File: config.mk
export PLATFORM = sky130hd
export DESIGN_NAME = prga_decrypt
export DESIGN_NICKNAME = d
export VERILOG_FILES = /design/src/rtl/prga_decrypt_pkg.sv /design/src/rtl/prga_decrypt_wait.sv /design/src/rtl/prga_decrypt.sv
export SDC_FILE = /design/constraint.sdc
export NUM_CORES = 1
export LEC_CHECK = 0
export CAP_MARGIN = 20
export CORE_ASPECT_RATIO = 1.1
export CORE_MARGIN = 4
export CORE_UTILIZATION = 49
export CTS_CLUSTER_DIAMETER = 40
export DETAILED_ROUTE_END_ITERATION = 16
export GPL_ROUTABILITY_DRIVEN = 1
export PLACE_DENSITY = 0.74
export SETUP_SLACK_MARGIN = 0.3
export SLEW_MARGIN = 20
export SYNTH_ARGS = -nofsm -noshare
export SYNTH_HDL_FRONTEND = slang
export SYNTH_SLANG_ARGS = --single-unit
File: constraint.sdc
create_clock -name clk -period 5.15 [get_ports clk]
set_input_delay 1.2875 -clock clk [delete_from_list [all_inputs] [get_ports clk]]
set_output_delay 1.2875 -clock clk [all_outputs]
set_load 0.01 [all_outputs]
File: src/rtl/prga_decrypt_pkg.sv
// prga_decrypt_pkg: shared FSM encoding, RC4 byte type and plaintext character bounds.
package prga_decrypt_pkg;
    typedef logic [7:0] rc4_byte_t;
    typedef enum logic [3:0] {
        IDLE   = 4'd0,
        INC_I  = 4'd1,
        RD_SI  = 4'd2,
        UPD_J  = 4'd3,
        RD_SJ  = 4'd4,
        WR_SJ  = 4'd5,
        WR_SI  = 4'd6,
        RD_F   = 4'd7,
        WR_DEC = 4'd8,
        NEXT   = 4'd9,
        DONE   = 4'd10
    } state_t;
    localparam rc4_byte_t CH_SPACE = 8'h20;
    localparam rc4_byte_t CH_LO    = 8'h61;
    localparam rc4_byte_t CH_HI    = 8'h7A;
    function automatic logic char_ok(input rc4_byte_t b);
        return b == CH_SPACE || (b >= CH_LO && b <= CH_HI);
    endfunction
endpackage

File: src/rtl/prga_decrypt_wait.sv
// mem_wait_counter: counts RD_LAT cycles while a read is active; ready on the capture cycle.
module mem_wait_counter #(
    parameter int RD_LAT = 2
) (
    input  logic clk,
    input  logic reset_n,
    input  logic active,
    output logic ready
);
    localparam int W = RD_LAT > 0 ? $clog2(RD_LAT + 1) : 1;
    logic [W-1:0] r_cnt;
    assign ready = active && r_cnt == W'(RD_LAT);
    always_ff @(posedge clk or negedge reset_n)
        if (!reset_n) r_cnt <= '0;
        else r_cnt <= (active && !ready) ? r_cnt + 1'b1 : '0;
endmodule

File: src/rtl/prga_decrypt.sv
// prga_decrypt: RC4 PRGA stage decrypting MSG_LENGTH bytes over an external S-box RAM.
// Optional PRGA_CHAR_CHECK_EN stops on the first non-lowercase/space plaintext byte.
module prga_decrypt
    import prga_decrypt_pkg::*;
#(
    parameter int MSG_LENGTH = 32,
    parameter int RD_LAT     = 2
) (
    input  logic                          clk,
    input  logic                          reset_n,
    input  logic                          start,
    output logic                          done,
    output logic [7:0]                    s_addr,
    output logic [7:0]                    s_wdata,
    output logic                          s_wren,
    input  logic [7:0]                    s_rdata,
    output logic [$clog2(MSG_LENGTH)-1:0] enc_addr,
    input  logic [7:0]                    enc_rdata,
    output logic [$clog2(MSG_LENGTH)-1:0] dec_addr,
    output logic [7:0]                    dec_wdata,
    output logic                          dec_wren
`ifdef PRGA_CHAR_CHECK_EN
    ,output logic                         char_invalid
`endif
);
    localparam int KW = $clog2(MSG_LENGTH);
    state_t    r_state;
    rc4_byte_t r_i, r_j, r_si, r_sj, r_f, r_enc;
    logic [KW-1:0] r_k;
    logic      w_ready, w_last, w_bad;
    rc4_byte_t w_plain;
    assign w_plain = r_f ^ r_enc;
    assign w_last  = r_k == KW'(MSG_LENGTH - 1);
`ifdef PRGA_CHAR_CHECK_EN
    logic r_inv;
    logic w_go;
    assign w_go         = start && (r_state == IDLE || r_state == DONE);
    assign w_bad        = !char_ok(w_plain);
    assign char_invalid = r_inv;
    always_ff @(posedge clk or negedge reset_n)
        if (!reset_n) r_inv <= 1'b0;
        else if (w_go) r_inv <= 1'b0;
        else if (r_state == WR_DEC && w_bad) r_inv <= 1'b1;
`else
    assign w_bad = 1'b0;
`endif
    mem_wait_counter #(.RD_LAT(RD_LAT)) u_wait (
        .clk    (clk),
        .reset_n(reset_n),
        .active (r_state == RD_SI || r_state == RD_SJ || r_state == RD_F),
        .ready  (w_ready)
    );
    always_ff @(posedge clk or negedge reset_n) begin
        if (!reset_n) begin
            r_state <= IDLE;
            r_i     <= '0;
            r_j     <= '0;
            r_k     <= '0;
            r_si    <= '0;
            r_sj    <= '0;
            r_f     <= '0;
            r_enc   <= '0;
        end else begin
            case (r_state)
                IDLE, DONE: if (start) begin
                    r_i     <= '0;
                    r_j     <= '0;
                    r_k     <= '0;
                    r_state <= INC_I;
                end
                INC_I: begin
                    r_i     <= r_i + 1'b1;
                    r_state <= RD_SI;
                end
                RD_SI: if (w_ready) begin
                    r_si    <= s_rdata;
                    r_state <= UPD_J;
                end
                UPD_J: begin
                    r_j     <= r_j + r_si;
                    r_state <= RD_SJ;
                end
                RD_SJ: if (w_ready) begin
                    r_sj    <= s_rdata;
                    r_state <= WR_SJ;
                end
                WR_SJ: r_state <= WR_SI;
                WR_SI: r_state <= RD_F;
                RD_F: if (w_ready) begin
                    r_f     <= s_rdata;
                    r_enc   <= enc_rdata;
                    r_state <= WR_DEC;
                end
                WR_DEC: r_state <= w_bad ? DONE : NEXT;
                NEXT: begin
                    r_state <= w_last ? DONE : INC_I;
                    if (!w_last) r_k <= r_k + 1'b1;
                end
                default: r_state <= IDLE;
            endcase
        end
    end
    // Outputs decode straight from registered state so reset clears them at once.
    assign done      = r_state == DONE;
    assign s_wren    = r_state == WR_SJ || r_state == WR_SI;
    assign s_addr    = (r_state == RD_SI || r_state == WR_SI) ? r_i :
                       (r_state == RD_SJ || r_state == WR_SJ) ? r_j :
                       r_state == RD_F ? r_si + r_sj : '0;
    assign s_wdata   = r_state == WR_SJ ? r_si : r_state == WR_SI ? r_sj : '0;
    assign enc_addr  = r_state == RD_F ? r_k : '0;
    assign dec_wren  = r_state == WR_DEC;
    assign dec_addr  = dec_wren ? r_k : '0;
    assign dec_wdata = dec_wren ? w_plain : '0;
endmodule

==> results of run 1 <==
[registers in the layout, indices dropped and copies added (netlist names)]
| name | cells |
|---|---|
| r_enc | 8 |
| r_i | 8 |
| r_k | 5 |
| r_j | 8 |
| r_state | 4 |
| u_wait.r_cnt | 2 |
| r_si | 8 |
| r_sj | 8 |
| r_f | 8 |
[worst max-delay path, cell delays in order (launching register included)]
cell and delay [ns]:
dfrtp_1 0.58, nand2b_1 0.44, nor2_1 0.66, and4b_1 0.29, o32a_1 0.18, clkdlybuf4s50_1 0.55
[where the power goes]
| part | switching, mW | internal, mW | leakage, nW |
|---|---|---|---|
| clock | 0.186 | 0.298 | 0.113 |
| sequential | 0.258 | 0.670 | 0.723 |
| combinational | 0.780 | 0.821 | 1.08 |
[synthesized netlist by cell type (3+ instances only)]
library cell  number
a211oi_1           5
a21o_1             4
a21oi_1           16
a22oi_1           12
and2_1            10
and3_1             4
buf_2              7
buf_6              3
clkbuf_1           5
dfrtp_1           59
ha_1              18
inv_1              9
mux2_2            33
mux2i_1            5
nand2_1           18
nand2b_1           3
nand3_1           16
nor2_1            43
nor2b_1            4
nor3_1             4
o21ai_0           25
o22ai_1            3
or3_1              3
xnor2_1           18
xor2_1             4
[cells by family (layout without fill, tap and decap cells)]
kind of cell,count (synthesis),in the layout,share of synthesized area (%)
xor gates and xnor gates,22,22,5.37
and+or+nand+nor,118,118,16.4
DFF,59,59,41.2
adders and majority gates,20,20,7.39
muxes,38,38,11.8
buffers and inverters,24,81,3.38
AOI/OAI and AO/OA,82,82,14.5
[cell type report]
class	count	area, sq um
fill	597	2700
multi-input combinational	280	1990
sequential	59	1480
timing repair buffer	56	553
clock buffer	12	155
tap	85	106
clock inverter	4	72.6
inverter	9	33.8
[routing by layer]
| metal | wire length, microns | global-route usage (%) | vias to the layer above |
|---|---|---|---|
| met5 | 0 | 0 | - |
| met4 | 173 | 8.93 | 0 |
| met3 | 416 | 4.98 | 14 |
| met2 | 4040 | 30.9 | 76 |
| met1 | 3660 | 27.5 | 1425 |
| li1 | - | - | 1408 |
[worst max path at each step]
stage                      to  cells after the start
floorplan           s_addr[4]                      6
CTS                 s_addr[6]                      5
global placement    s_addr[6]                      5
finish              s_addr[6]                      5
global route        s_addr[6]                      5
detailed placement  s_addr[6]                      5
[per-stage QoR]
| step | util [%] | std cells | setup slack (ns) | hold slack (ns) |
|---|---|---|---|---|
| finish | 61.9 | 505 | 0.823 | 0.427 |
| global route | 61.9 | 505 | 0.625 | 0.444 |
| CTS | 61.9 | 505 | 0.799 | 0.429 |
| detailed placement | 58.7 | 489 | 1.18 | 0.421 |
| global placement | 58.7 | 489 | 1.26 | 0.414 |
| floorplan | - | 363 | 2.00 | 0.402 |
==> results.cfg, run 1 <==
[floorplan]
die_y_microns = 97.7
start_util_pct = 50.6
coreArea_sq_um = 7090
rows = 32
pin_count = 56
die_area_sq_um = 8760
die_w_microns = 89.6

[placed_design]
place_congestion = 0.907
dpl-instance-area_sq_um = 4160
portBuffers = 55
dp_hpwl_microns = 6040

[sta]
rsz0062_at_grt = no
slew_headroom_pct = 39.0
worst_clock_skew_ns = 0.00940
setup_viol_count_final = 0
worstMarginPinSlew_ns = 0.913
post-route-period-util_pct = 84.0
slew_violations = 0
max_freq_mhz = 231
fin_crit_ns = 4.33
tns_ns = 0
finalHoldViolCount = 0

[yosys]
synth_top_area_cell = dfrtp_1
synth_area_sq_um = 3590
synth_area_leaders = dfrtp_1, mux2_2, ha_1
syn_inst = 363
ys_seq_area_share_pct = 41.2
async_flop_share_pct = 100
ys_ff_latch = 59
avgSynthCellArea_sq_um = 9.88
synth_edf_count = 0
synth_warnings = 0
ys_types = 50
synth.top_cell.area_share_pct = 41.2
synth_flop_cell = dfrtp_1
syn-num-nets = 402

[global_route]
grt_max_degree = 60
grt_pass1_wl_microns = 13700
antenna_found_initial = 0
grt_pass1_vias = 2903
grt_usage_pct = 20.4
grt_overflow = 0

[cts]
ctsHoldBuffers = 0
insertion_delay_ns = 0.35
cts.sinks = 59
cts-root-buf = clkbuf_8
post_cts_buffers = 0
cts_made_buffers = 9
cts.repair.resized = 0
clk_path_buf_depth = 2
h-tree-depth = 3
cts_tree = yes
clkTransAtPathRegs_ns = 0.06

[worst_setup_path]
crit_fanout = 18
timing.critical_path.from = r_state[3]
cp.arrival_ns = 3.04
crit_type = register to primary output
r2r_setup_slack_ns = 2.38
start_kind = register
critical_path_required_ns = 3.86
r2r_cells = 3
r2r-end = r_si[4]
end_kind = primary output
r2r-start = r_state[1]

[drt]
vias = 2923
drt-initial-drc-count = 155
dr.pass1.iters = 4
wl_per_cell_microns = 16.4
wl_microns = 8300
detail_route.vias_per_cell = 5.79
drc = 0
ant_nets = 0

[power_and_ir_drop]
leakage_nw = 1.92
vdd_drop_max_uv = 408
cellPowerDensity_nw_per_um2 = 687
total_power_mw = 3.01

[cells_and_area]
drive_above_1_share_pct = 12.9
syn2layout_area_growth_pct = 22.3
final_area_sq_um = 4390
nets = 454
mostFrequentLayoutCell = dfrtp_1
diodes = 0
final_cell_mix = dfrtp_1, clkdlybuf4s50_1, nor2_1

[run]
cap_violations = 0

[worst_hold_path]
whs_path_depth = 1
hold_class = register to register
hold_end = u_wait.r_cnt[0]
hp-start = u_wait.r_cnt[0]

[run_status]
status = completed
Power figures use the tool's default switching activity.
==> inputs of run 2 (changes only) <==
==> constraint.sdc (replaced) <==
create_clock -name clk -period 4.1 [get_ports clk]
set_input_delay 1.025 -clock clk [delete_from_list [all_inputs] [get_ports clk]]
set_output_delay 1.025 -clock clk [all_outputs]
set_load 0.01 [all_outputs]
==> run 2 against run 1 <==
Non-clock buffer count rose by 7; clock power rose by 25%; via count rose by 2.2%; utilization rose by 0.92 points; die area did not move; cell count rose by 1.4%; sequential cell count did not move; worst setup slack got worse by 0.38 ns; first-iteration DRC count rose by 46%; largest power group unchanged; highest routed layer unchanged.
==> results.cfg, run 2 (synthesized netlist as in run 1, its figures left out) <==
[drt]
drt-initial-drc-count = 227
ant_nets = 0
drc = 0
wl_microns = 8650
dr.pass1.iters = 4
vias = 2986
wl_per_cell_microns = 16.9
detail_route.vias_per_cell = 5.83

[sta]
slew_headroom_pct = 54.1
max_freq_mhz = 273
rsz0062_at_grt = no
slew_violations = 0
worstMarginPinSlew_ns = 0.687
setup_viol_count_final = 0
finalHoldViolCount = 0
post-route-period-util_pct = 89.2
worst_clock_skew_ns = 0.00669
fin_crit_ns = 3.66
tns_ns = 0

[global_route]
grt_max_degree = 46
grt_usage_pct = 21.4
use_met2_pct = 34.5
use_met3_pct = 4.81
grt_pass1_vias = 2996
grt_overflow = 0
grt_pass1_wl_microns = 14500
antenna_found_initial = 0
met1_usage_pct = 27.6
grt.busiest_layer = met2

[run_status]
status = completed

[floorplan]
die_area_sq_um = 8760
rows = 32
die_y_microns = 97.7
start_util_pct = 50.6
die_w_microns = 89.6
pin_count = 56
coreArea_sq_um = 7090

[worst_setup_path]
start_kind = register
crit_type = register to primary output
end_kind = primary output
cp.arrival_ns = 2.63
critical_path_required_ns = 3.07
crit_fanout = 6

[cts]
insertion_delay_ns = 0.35
cts_tree = yes
clkTransAtPathRegs_ns = 0.07
ctsHoldBuffers = 0
cts_made_buffers = 9
cts-root-buf = clkbuf_8
post_cts_buffers = 0
cts.repair.resized = 1
h-tree-depth = 3
cts.sinks = 59
clk_path_buf_depth = 2

[power_and_ir_drop]
vdd_drop_max_uv = 482
cellPowerDensity_nw_per_um2 = 865
leakage_nw = 1.98

[cells_and_area]
syn2layout_area_growth_pct = 24.1
nets = 461
mostFrequentLayoutCell = dfrtp_1
fin_util_pct = 62.8
diodes = 0
final_cell_mix = dfrtp_1, clkdlybuf4s50_1, nor2_1
drive_above_1_share_pct = 15.2

[placed_design]
place_congestion = 0.887
dp_hpwl_microns = 6240
portBuffers = 55

[worst_hold_path]
hold_class = register to register

[run]
cap_violations = 0
==> run 2: cell types whose count changed in the layout (fill, tap and decap cells not counted), sizes merged <==
cell	delta
dlymetal6s2s	+2
inv	+2
clkdlybuf4s50	-3
clkinvlp	-1
buf	+7
dlygate4sd2	+1
clkbuf	-3
clkinv	+2
==> run 2: routing by layer <==
metal / part of all wire [%] / wire length (microns) / vias up
met1: 42 / 3660 / 1466
li1: - / - / 1419
met2: 51 / 4390 / 86
met5: 0 / 0 / -
met3: 5.1 / 441 / 15
met4: 1.8 / 155 / 0
==> run 2: final timing paths <==
kind / from / to / slack, ns / cells after the start
setup / recovery: r_si[1] / s_addr[5] / 0.44 / 7
hold / removal: u_wait.r_cnt[0] / u_wait.r_cnt[0] / 0.43 / 1
setup reg to reg: r_k[0] / r_k[3] / 1.96 / 8
hold reg to reg: u_wait.r_cnt[0] / u_wait.r_cnt[0] / 0.43 / 1
max in group asynchronous: reset_n / r_enc[0] / 2.80 / 2
min in group asynchronous: reset_n / r_k[3] / 0.67 / 1
==> run 2: cell type report <==
cell class | count | area, sq um
fill | 609 | 2640
tap | 85 | 106
sequential | 59 | 1480
clock inverter | 7 | 100
multi-input combinational | 280 | 2000
inverter | 9 | 33.8
timing repair buffer | 63 | 612
clock buffer | 9 | 124
==> run 2: report_power, final <==
part           internal, mW  total (mW)  switching [mW]
logic                  1.07        2.14            1.07
registers             0.842        1.11           0.264
clock network         0.347       0.607           0.260
==> run 2: worst max-delay path, stage by stage (launching register included) <==
cell	delay (ns)
dfrtp_1	0.47
ha_1	0.38
a211oi_2	0.24
o21bai_1	0.10
a21oi_1	0.17
xor2_1	0.08
o21ai_0	0.24
clkdlybuf4s50_1	0.59
==> run 2: through the flow <==
stage	instance area (sq um)	cells	total power [mW]	hold slack (ns)	setup slack, ns
final	4450	512	3.85	0.427	0.442
after global routing	4450	512	4.16	0.460	0.263
after CTS	4430	512	3.86	0.428	0.249
after detailed placement	4210	496	3.22	0.418	0.576
after global placement	4210	496	3.17	0.414	0.602
after floorplan	3590	363	2.53	0.402	1.21
